[config.mk]
export PLATFORM = sky130hd
export DESIGN_NAME = zint_sched
export DESIGN_NICKNAME = d
export VERILOG_FILES = /design/src/rtl/zint_sched.sv
export SDC_FILE = /design/constraint.sdc
export NUM_CORES = 1
export LEC_CHECK = 0
export ABC_AREA = 1
export CELL_PAD_IN_SITES_DETAIL_PLACEMENT = 1
export CELL_PAD_IN_SITES_GLOBAL_PLACEMENT = 2
export CORE_AREA = 3 3 73 89
export DETAILED_ROUTE_END_ITERATION = 10
export DIE_AREA = 0 0 76 92
export PLACE_DENSITY_LB_ADDON = 0.1
export SETUP_SLACK_MARGIN = 0.02
export SYNTH_ARGS = -nofsm -noshare
export SYNTH_HDL_FRONTEND = slang
export SYNTH_SLANG_ARGS = --single-unit
[constraint.sdc]
create_clock -name fclk -period 2.4 [get_ports fclk]
set_input_delay 0.24 -clock fclk [delete_from_list [all_inputs] [get_ports fclk]]
set_output_delay 0.24 -clock fclk [all_outputs]
set_load 0.005 [all_outputs]
[src/rtl/zint_sched.sv]
// Interrupt source scheduler for the Z80 INT pulse generator: latches per-source
// requests, picks the highest-priority enabled one, strobes the INT generator and retires on INTACK.
module zint_sched #(
  parameter int NSRC    = 4,
  parameter int TIMEOUT = 640,
  parameter int HOLDOFF = 300,
  parameter int CNT_W   = 10
) (
  input  logic            fclk,
  input  logic            rst,
  input  logic [NSRC-1:0] req,
  input  logic            intack,
  input  logic            cfg_wr,
  input  logic [1:0]      cfg_addr,
  input  logic [7:0]      cfg_din,
  output logic            int_start,
  output logic [7:0]      vector,
  output logic [NSRC-1:0] served,
  output logic [NSRC-1:0] pending,
  output logic            busy
);

  localparam logic [1:0] S_IDLE = 2'd0;
  localparam logic [1:0] S_WAIT = 2'd1;
  localparam logic [1:0] S_HOLD = 2'd2;

  localparam logic [CNT_W-1:0] TO_LOAD = CNT_W'(TIMEOUT - 1);
  localparam logic [CNT_W-1:0] HO_LOAD = CNT_W'(HOLDOFF - 1);

  // Handshake: req/intack/cfg_wr are single-cycle strobes sampled on the rising
  // edge; int_start and served are registered one-cycle strobes with no back-pressure.

  logic [1:0]       state;
  logic [CNT_W-1:0] timer;
  logic [NSRC-1:0]  pend;
  logic [NSRC-1:0]  en;
  logic [4:0]       vbase;
  logic [1:0]       sel;

  logic [NSRC-1:0]  elig;
  logic [1:0]       pick;
  logic [NSRC-1:0]  sel_oh;
  logic             retire;
  logic [NSRC-1:0]  pend_set;
  logic [NSRC-1:0]  pend_clr;
  logic [NSRC-1:0]  pend_nxt;

  // Lowest eligible index wins; scanning downward leaves the smallest one in pick.
  always_comb begin
    elig = pend & en;
    pick = 2'd0;
    for (int i = NSRC - 1; i >= 0; i--) begin
      if (elig[i]) pick = 2'(i);
    end
  end

  always_comb begin
    sel_oh = '0;
    for (int i = 0; i < NSRC; i++) begin
      sel_oh[i] = (sel == 2'(i));
    end
  end

  assign retire = (state == S_WAIT) && intack;

  // Set sources beat clear sources so a request coinciding with its own retire is not lost.
  always_comb begin
    pend_set = req;
    pend_clr = '0;
    if (cfg_wr && cfg_addr == 2'd3) pend_set = pend_set | cfg_din[NSRC-1:0];
    if (cfg_wr && cfg_addr == 2'd2) pend_clr = cfg_din[NSRC-1:0];
    if (retire) pend_clr = pend_clr | sel_oh;
    pend_nxt = (pend & ~pend_clr) | pend_set;
  end

  always_ff @(posedge fclk) begin
    if (rst) begin
      state     <= S_IDLE;
      timer     <= '0;
      pend      <= '0;
      en        <= '0;
      vbase     <= 5'b11111;
      sel       <= 2'd0;
      int_start <= 1'b0;
      served    <= '0;
    end else begin
      int_start <= 1'b0;
      served    <= '0;
      pend      <= pend_nxt;
      if (cfg_wr && cfg_addr == 2'd0) en <= cfg_din[NSRC-1:0];
      if (cfg_wr && cfg_addr == 2'd1) vbase <= cfg_din[7:3];

      case (state)
        S_IDLE: begin
          if (elig != '0) begin
            sel       <= pick;
            int_start <= 1'b1;
            timer     <= TO_LOAD;
            state     <= S_WAIT;
          end
        end
        S_WAIT: begin
          if (intack) begin
            served <= sel_oh;
            timer  <= HO_LOAD;
            state  <= S_HOLD;
          end else if (timer == '0) begin
            // Abandoned: pend is left intact so the source is offered again after HOLD.
            timer <= HO_LOAD;
            state <= S_HOLD;
          end else begin
            timer <= timer - CNT_W'(1);
          end
        end
        S_HOLD: begin
          if (timer == '0) begin
            state <= S_IDLE;
          end else begin
            timer <= timer - CNT_W'(1);
          end
        end
        default: begin
          state <= S_IDLE;
          timer <= '0;
        end
      endcase
    end
  end

  assign vector  = {vbase, sel, 1'b0};
  assign pending = pend;
  assign busy    = (state != S_IDLE);

endmodule

==> metrics.md, run 1 <==
| Metric | Value |
|---|---|
| Run status | `complete, no violations` |
| Wire length per cell | `12.19 um` |
| Main synth FF type | `dfxtp_1` |
| Yosys top cell area share | `38.82%` |
| Synth Warn # | `0` |
| Fmax | `0.5427 GHz` |
| Clock Path Buffers | `2` |
| # diodes | `0` |
| Hold WC Path Type | `flop to flop` |
| Reg clk slew, reported paths | `0.07 ns` |
| Vias post-DR | `1616` |
| Hold Crit Depth | `2` |
| VDD IR max | `0.3304 mV` |
| Syn Nets | `262` |
| Syn avg cell area | `6.820 um^2` |
| Worst Setup SP | `state[0]$_SDFFE_PP0P_` |
| Pwr Density | `731.3 mW/mm^2` |
| Cell Area, Synth | `0.001650 mm^2` |
| DP Area | `0.002079 mm^2` |
| Hold Crit Start | `vbase[2]$_SDFFE_PP1P_` |
| Synth Instances | `242` |
| Pleak | `0.0009658 uW` |
| Worst Skew | `0.007166 ns` |
| DRC | `0` |
| Post-DP HPWL | `3.469 mm` |
| Register bit total from synthesis | `32` |
| Final Net Count | `301` |
| Post-route antenna net violation count | `0` |
| RSZ-0062 raised after global routing | `false` |
| Post-synth EDFFs | `0` |
| Area growth, synth to finish | `32.52%` |
| Post-cts hold buffer count | `0` |
| Port Buffers | `34` |
| Sequential share of the synthesized area | `38.82%` |
| PnR Total Power | `1599 uW` |
| Vias in the first global route | `1651` |
| Io pins | `36` |
| Die Y | `92 um` |
| Kind of critical path | `flop to primary output` |
| Die Area | `0.006992 mm^2` |
| Setup bufs post-CTS | `0` |
| Clock Latency Late Sink | `0.28 ns` |
| Commonest cells post-synth | `65 x nand2_1, 32 x dfxtp_1, 29 x nor2_1, 23 x inv_1` |
| Design Area, Final | `0.002187 mm^2` |
| Setup crit start kind | `flop` |
| Worst Path Required | `2.16 ns` |
| Drt first pass iters | `4` |
| Post-route clock period utilization | `76.78%` |
| Reg2reg setup slack | `0.83 ns` |
| Core Region | `0.005668 mm^2` |
| Row Count | `30` |
| Distinct cells, synth | `27` |
| FF-to-FF End | `timer[5]$_SDFFE_PP0P_` |
| Post-synth top area cell | `dfxtp_1` |
| Starting Density | `29.12%` |
| Critical path arrival | `1.60 ns` |
| First-pass GRT wire length | `7.514 mm` |
| # clock sinks | `32` |
| Max-cap violation count | `0` |
| Pin count of the biggest net entering global routing | `23` |
| # H-tree levels | `2` |
| CTS tree | `yes` |
| Hold path endpoint | `vbase[2]$_SDFFE_PP1P_` |
| Global route overflow | `0` |
| Share of cells above drive strength 1 | `10.99%` |
| Synth area leaders | `dfxtp_1 39%, nand2_1 15%, a21oi_1 6.7%, nand3_1 6.7%, nor2_1 6.6%` |
| Slew at the pin closest to its max-slew limit | `0.5979 ns` |
| Setup_tns | `0 ns` |
| Initial DRC count | `42` |
| Hold Vio Cnt, Final | `0` |
| Die Width | `76 um` |
| DRT Wirelength | `4.412 mm` |
| Cts repair resizes | `0` |
| Slew headroom | `59.83%` |
| Final setup vio count | `0` |
| Top-count cell post-synth | `nand2_1` |
| Initial antenna violation count | `0` |
| Root Buffer | `clkbuf_8` |
| GRT Util Overall | `13.37%` |
| Min Tclk post-route | `1.843 ns` |
| Total CTS buffers | `5` |
| Fraction of registers with async set/reset | `0%` |
| Placer Congestion | `0.7551` |
| Routed vias/inst | `4.464` |
| Worst setup EP type | `primary output` |
| R2R depth | `10` |
| Worst R2R Start | `timer[0]$_SDFFE_PP0P_` |
| CP Max Fanout | `6` |
| Count of final max-slew check failures | `0` |
==> layout make-up <==
class	instances	area [um^2]
multi-input combinational	176	870.8
inverter	30	112.6
clock buffer	6	72.57
sequential	32	640.6
fill	737	3481
timing repair buffer	36	355.3
clock inverter	2	35.03
tap	80	100.1
==> routing by layer <==
metal | part of all wire, % | vias up | track usage, % | routed length, um
met1 | 43 | 744 | 14.44 | 1890
li1 | - | 842 | - | -
met4 | 1.2 | 0 | 4.079 | 55
met3 | 2.6 | 6 | 3.045 | 114
met2 | 53 | 24 | 25.67 | 2351
met5 | 0 | - | 0 | 0
==> flip-flops by register name, indices dropped and copies added (netlist names) <==
signal and count:
en 4, served 4, pending 4, int_start 1
timer 10, state 2, sel 2, vbase 5
==> how the worst max path moves through the flow <==
| stage | end | slack (ns) |
|---|---|---|
| floorplan | timer[1]$_SDFFE_PP0P_ | 1.00 |
| global placement | en[1]$_SDFFE_PP0P_ | 0.68 |
| detailed placement | en[1]$_SDFFE_PP0P_ | 0.67 |
| CTS | busy | 0.54 |
| global route | busy | 0.48 |
| finish | busy | 0.56 |
==> metrics by stage <==
| step | cells | setup WS [ns] | utilization (%) | hold slack (ns) |
|---|---|---|---|---|
| after detailed placement | 354 | 0.6685 | 36.69 | 0.4499 |
| final | 362 | 0.5572 | 38.59 | 0.4605 |
| after global placement | 354 | 0.6772 | 36.69 | 0.4418 |
| after floorplan | 242 | 1.002 | - | 0.3663 |
| after CTS | 362 | 0.5356 | 38.59 | 0.4668 |
| after global routing | 362 | 0.4790 | 38.59 | 0.4868 |
==> cell families after synthesis <==
group	share of synthesized area, %
simple gates	39.58
buf+inv	8.415
compound gates	9.856
flops	38.82
xor+xnor	1.592
fa+ha+maj	1.516
other cells	0.2272
==> report_power, final <==
group          internal, uW  switching, uW
Sequential              574           38.4
Combinational           192            280
Clock                   308            207
==> cell usage in the layout (no fill, tap or decap), drive strengths merged <==
master and n:
nand3 23, dfxtp 32, buf 2, nand2 72
nand4 2, xor2 3, clkdlybuf4s50 34, conb 1
a211oi 1, o21ai 9, a21oi 22, clkbuf 6
bufinv 1, nor2 35, ha 2, nand3b 1
nor3 5, inv 29, clkinv 2
==> worst max-delay path, cell delays in order (launching register included) <==
cell and delay (ns):
dfxtp_1 0.37, nor2_1 0.27, inv_1 0.20, clkdlybuf4s50_1 0.48
Note: power is estimated with default switching activity, not from simulation.
==> run 2, diff against run 1 <==
- CORE_AREA: 3 3 73 89 -> 3 3 76 92
- DIE_AREA: 0 0 76 92 -> 0 0 79 95
- clock period: 2.4 -> 1.8 ns (I/O delays scaled with it)
==> run 2 against run 1 <==
Effect of this change:
- final cell count rose by 0.83%
- register-to-register slack got worse by 0.59 ns
- critical path type unchanged
- die area rose by 7.3%
- cell area fell by 0.23%
- hold slack improved by 0.0024 ns
- clock skew barely moved
- non-clock buffer count rose by 1
- global-route usage barely moved
- core utilization fell by 3.0 points
- power rose by 28%
- sequential share of layout area rose by 0.067 points
- flip-flop and latch count did not move
==> metrics.md, run 2 (synthesized netlist as in run 1, its figures left out) <==
| Metric | Value |
|---|---|
| Run status | `complete, no violations` |
| Slowest stage cell, crit path | `clkdlybuf4s50_1` |
| Worst Path Required | `1.62 ns` |
| CP Max Fanout | `6` |
| # diodes | `0` |
| Die Y | `95 um` |
| Fill count | `808` |
| DP Area | `0.002090 mm^2` |
| First-pass GRT wire length | `7.707 mm` |
| Pleak | `0.0009600 uW` |
| Routed met2 length | `2.386 mm` |
| Reg clk slew, reported paths | `0.07 ns` |
| Core Region | `0.006128 mm^2` |
| Wire length per cell | `12.53 um` |
| Commonest non-fill, non-tap cell in the layout | `nand2_1` |
| Root Buffer | `clkbuf_8` |
| Max-cap violation count | `0` |
| Final Net Count | `302` |
| Drt first pass iters | `4` |
| Reg2reg setup slack | `0.24 ns` |
| Area occupied by multi-input gates | `873.3 um^2` |
| Min Tclk post-route | `1.654 ns` |
| GRT Util Overall | `13.34%` |
| Design Area, Final | `0.002182 mm^2` |
| Post-DP HPWL | `3.615 mm` |
| Port Buffers | `34` |
| Post-route antenna net violation count | `0` |
| Hold Vio Cnt, Final | `0` |
| Hold path endpoint | `vbase[2]$_SDFFE_PP1P_` |
| VDD IR max | `0.3040 mV` |
| Slew at the pin closest to its max-slew limit | `0.5324 ns` |
| Met1 wire length | `1.989 mm` |
| FF-to-FF End | `timer[5]$_SDFFE_PP0P_` |
| Clock Path Buffers | `2` |
| Routed vias/inst | `4.455` |
| Worst path buffer plus inverter count | `2` |
| Global route overflow | `0` |
| Setup crit start kind | `flop` |
| Final setup vio count | `0` |
| Die Area | `0.007505 mm^2` |
| Reg with most FFs | `timer` |
| Met3 wire length | `119 um` |
| Setup_tns | `0 ns` |
| Post-cts hold buffer count | `0` |
| Pre-CTS setup slack | `0.2092 ns` |
| Slowest stage delay, CP | `0.51 ns` |
| Commonest cells after routing, fill and taps aside | `65 x nand2_1, 34 x clkdlybuf4s50_1, 32 x dfxtp_1` |
| Kind of critical path | `flop to primary output` |
| Share of cells above drive strength 1 | `11.66%` |
| Worst Skew | `0.007031 ns` |
| Worst setup margin | `0.1462 ns` |
| Starting Density | `26.93%` |
| Initial DRC count | `40` |
| Die Width | `79 um` |
| CTS tree | `yes` |
| Worst setup EP type | `primary output` |
| RSZ-0062 raised after global routing | `false` |
| Vias post-DR | `1626` |
| Count of final max-slew check failures | `0` |
| Final Util | `35.61%` |
| # clock sinks | `32` |
| Initial antenna violation count | `0` |
| Pwr Density | `937.2 mW/mm^2` |
| Clock Latency Late Sink | `0.28 ns` |
| Io pins | `36` |
| Max reg flops | `10` |
| # H-tree levels | `2` |
| Hold WC Path Type | `flop to flop` |
| Setup bufs post-CTS | `0` |
| Hold Crit Depth | `2` |
| Top routing layer in use | `met4` |
| Register area | `640.6 um^2` |
| DRT Wirelength | `4.572 mm` |
| Pin count of the biggest net entering global routing | `23` |
| DRC | `0` |
| Post-route clock period utilization | `91.88%` |
| Fmax | `0.6047 GHz` |
| Total CTS buffers | `5` |
| Cell Chain, Critical Path | `nor2_2 > inv_2 > clkdlybuf4s50_1` |
| Hold Crit Start | `vbase[2]$_SDFFE_PP1P_` |
| PnR Total Power | `2045 uW` |
| Row Count | `31` |
| Slew headroom | `64.23%` |
| Delay-heaviest family, CP | `buffers and inverters` |
| R2R depth | `9` |
| Area growth, synth to finish | `32.22%` |
| Critical path arrival | `1.47 ns` |
| Placer Congestion | `0.7223` |
| Vias in the first global route | `1687` |
| Worst R2R Start | `timer[0]$_SDFFE_PP0P_` |
| Largest registers | `timer x10, vbase x5` |
-- run 2: cell type report --
type / count / area share [%]
Multi-Input combinational cell: 176 / 40.02
Tap cell: 82 / 4.702
Inverter: 30 / 5.161
Sequential cell: 32 / 29.36
Timing Repair Buffer: 37 / 16.63
Clock buffer: 8 / 4.128
-- run 2: stage by stage --
stage	cells	hold slack (ns)
floorplan	242	0.3063
global placement	357	0.4430
detailed placement	357	0.4507
CTS	365	0.4667
global route	365	0.4843
finish	365	0.4629
-- run 2: worst max path at each step --
| stage | start | end | depth (start not counted) |
|---|---|---|---|
| floorplan | timer[0]$_SDFFE_PP0P_ | timer[1]$_SDFFE_PP0P_ | 10 |
| global placement | cfg_addr[0] | pending[1]$_SDFF_PP0_ | 5 |
| detailed placement | cfg_addr[1] | pending[2]$_SDFF_PP0_ | 6 |
| CTS | state[0]$_SDFFE_PP0P_ | busy | 3 |
| global route | timer[0]$_SDFFE_PP0P_ | timer[5]$_SDFFE_PP0P_ | 10 |
| finish | state[0]$_SDFFE_PP0P_ | busy | 3 |
-- run 2: routing by layer --
| metal | global-route usage (%) | vias up |
|---|---|---|
| met1 | 14.36 | 749 |
| met3 | 2.290 | 5 |
| met4 | 5.158 | 0 |
| li1 | - | 846 |
| met5 | 0 | - |
| met2 | 25.56 | 26 |
-- run 2: timing repair --
action                                  in CTS  in global routing
hold endpoints to repair                     0                  0
endpoints found under the setup margin       1                  1
resized for setup                            1                  1
-- run 2: worst register-to-register path: stages, from the launching register on --
cell and delay [ns]:
dfxtp_1 0.31, inv_1 0.12, ha_1 0.16, inv_1 0.05, nor2_1 0.20, nand4_4 0.14, nand2_4 0.17, inv_1 0.09
o21ai_0 0.16, nor2_1 0.05
-- run 2: report_power, final --
part / internal [uW] / switching, uW / total, uW
combinational: 259 / 385 / 643
sequential: 765 / 52.4 / 818
clock: 312 / 272 / 584
total: 1340 / 709 / 2040
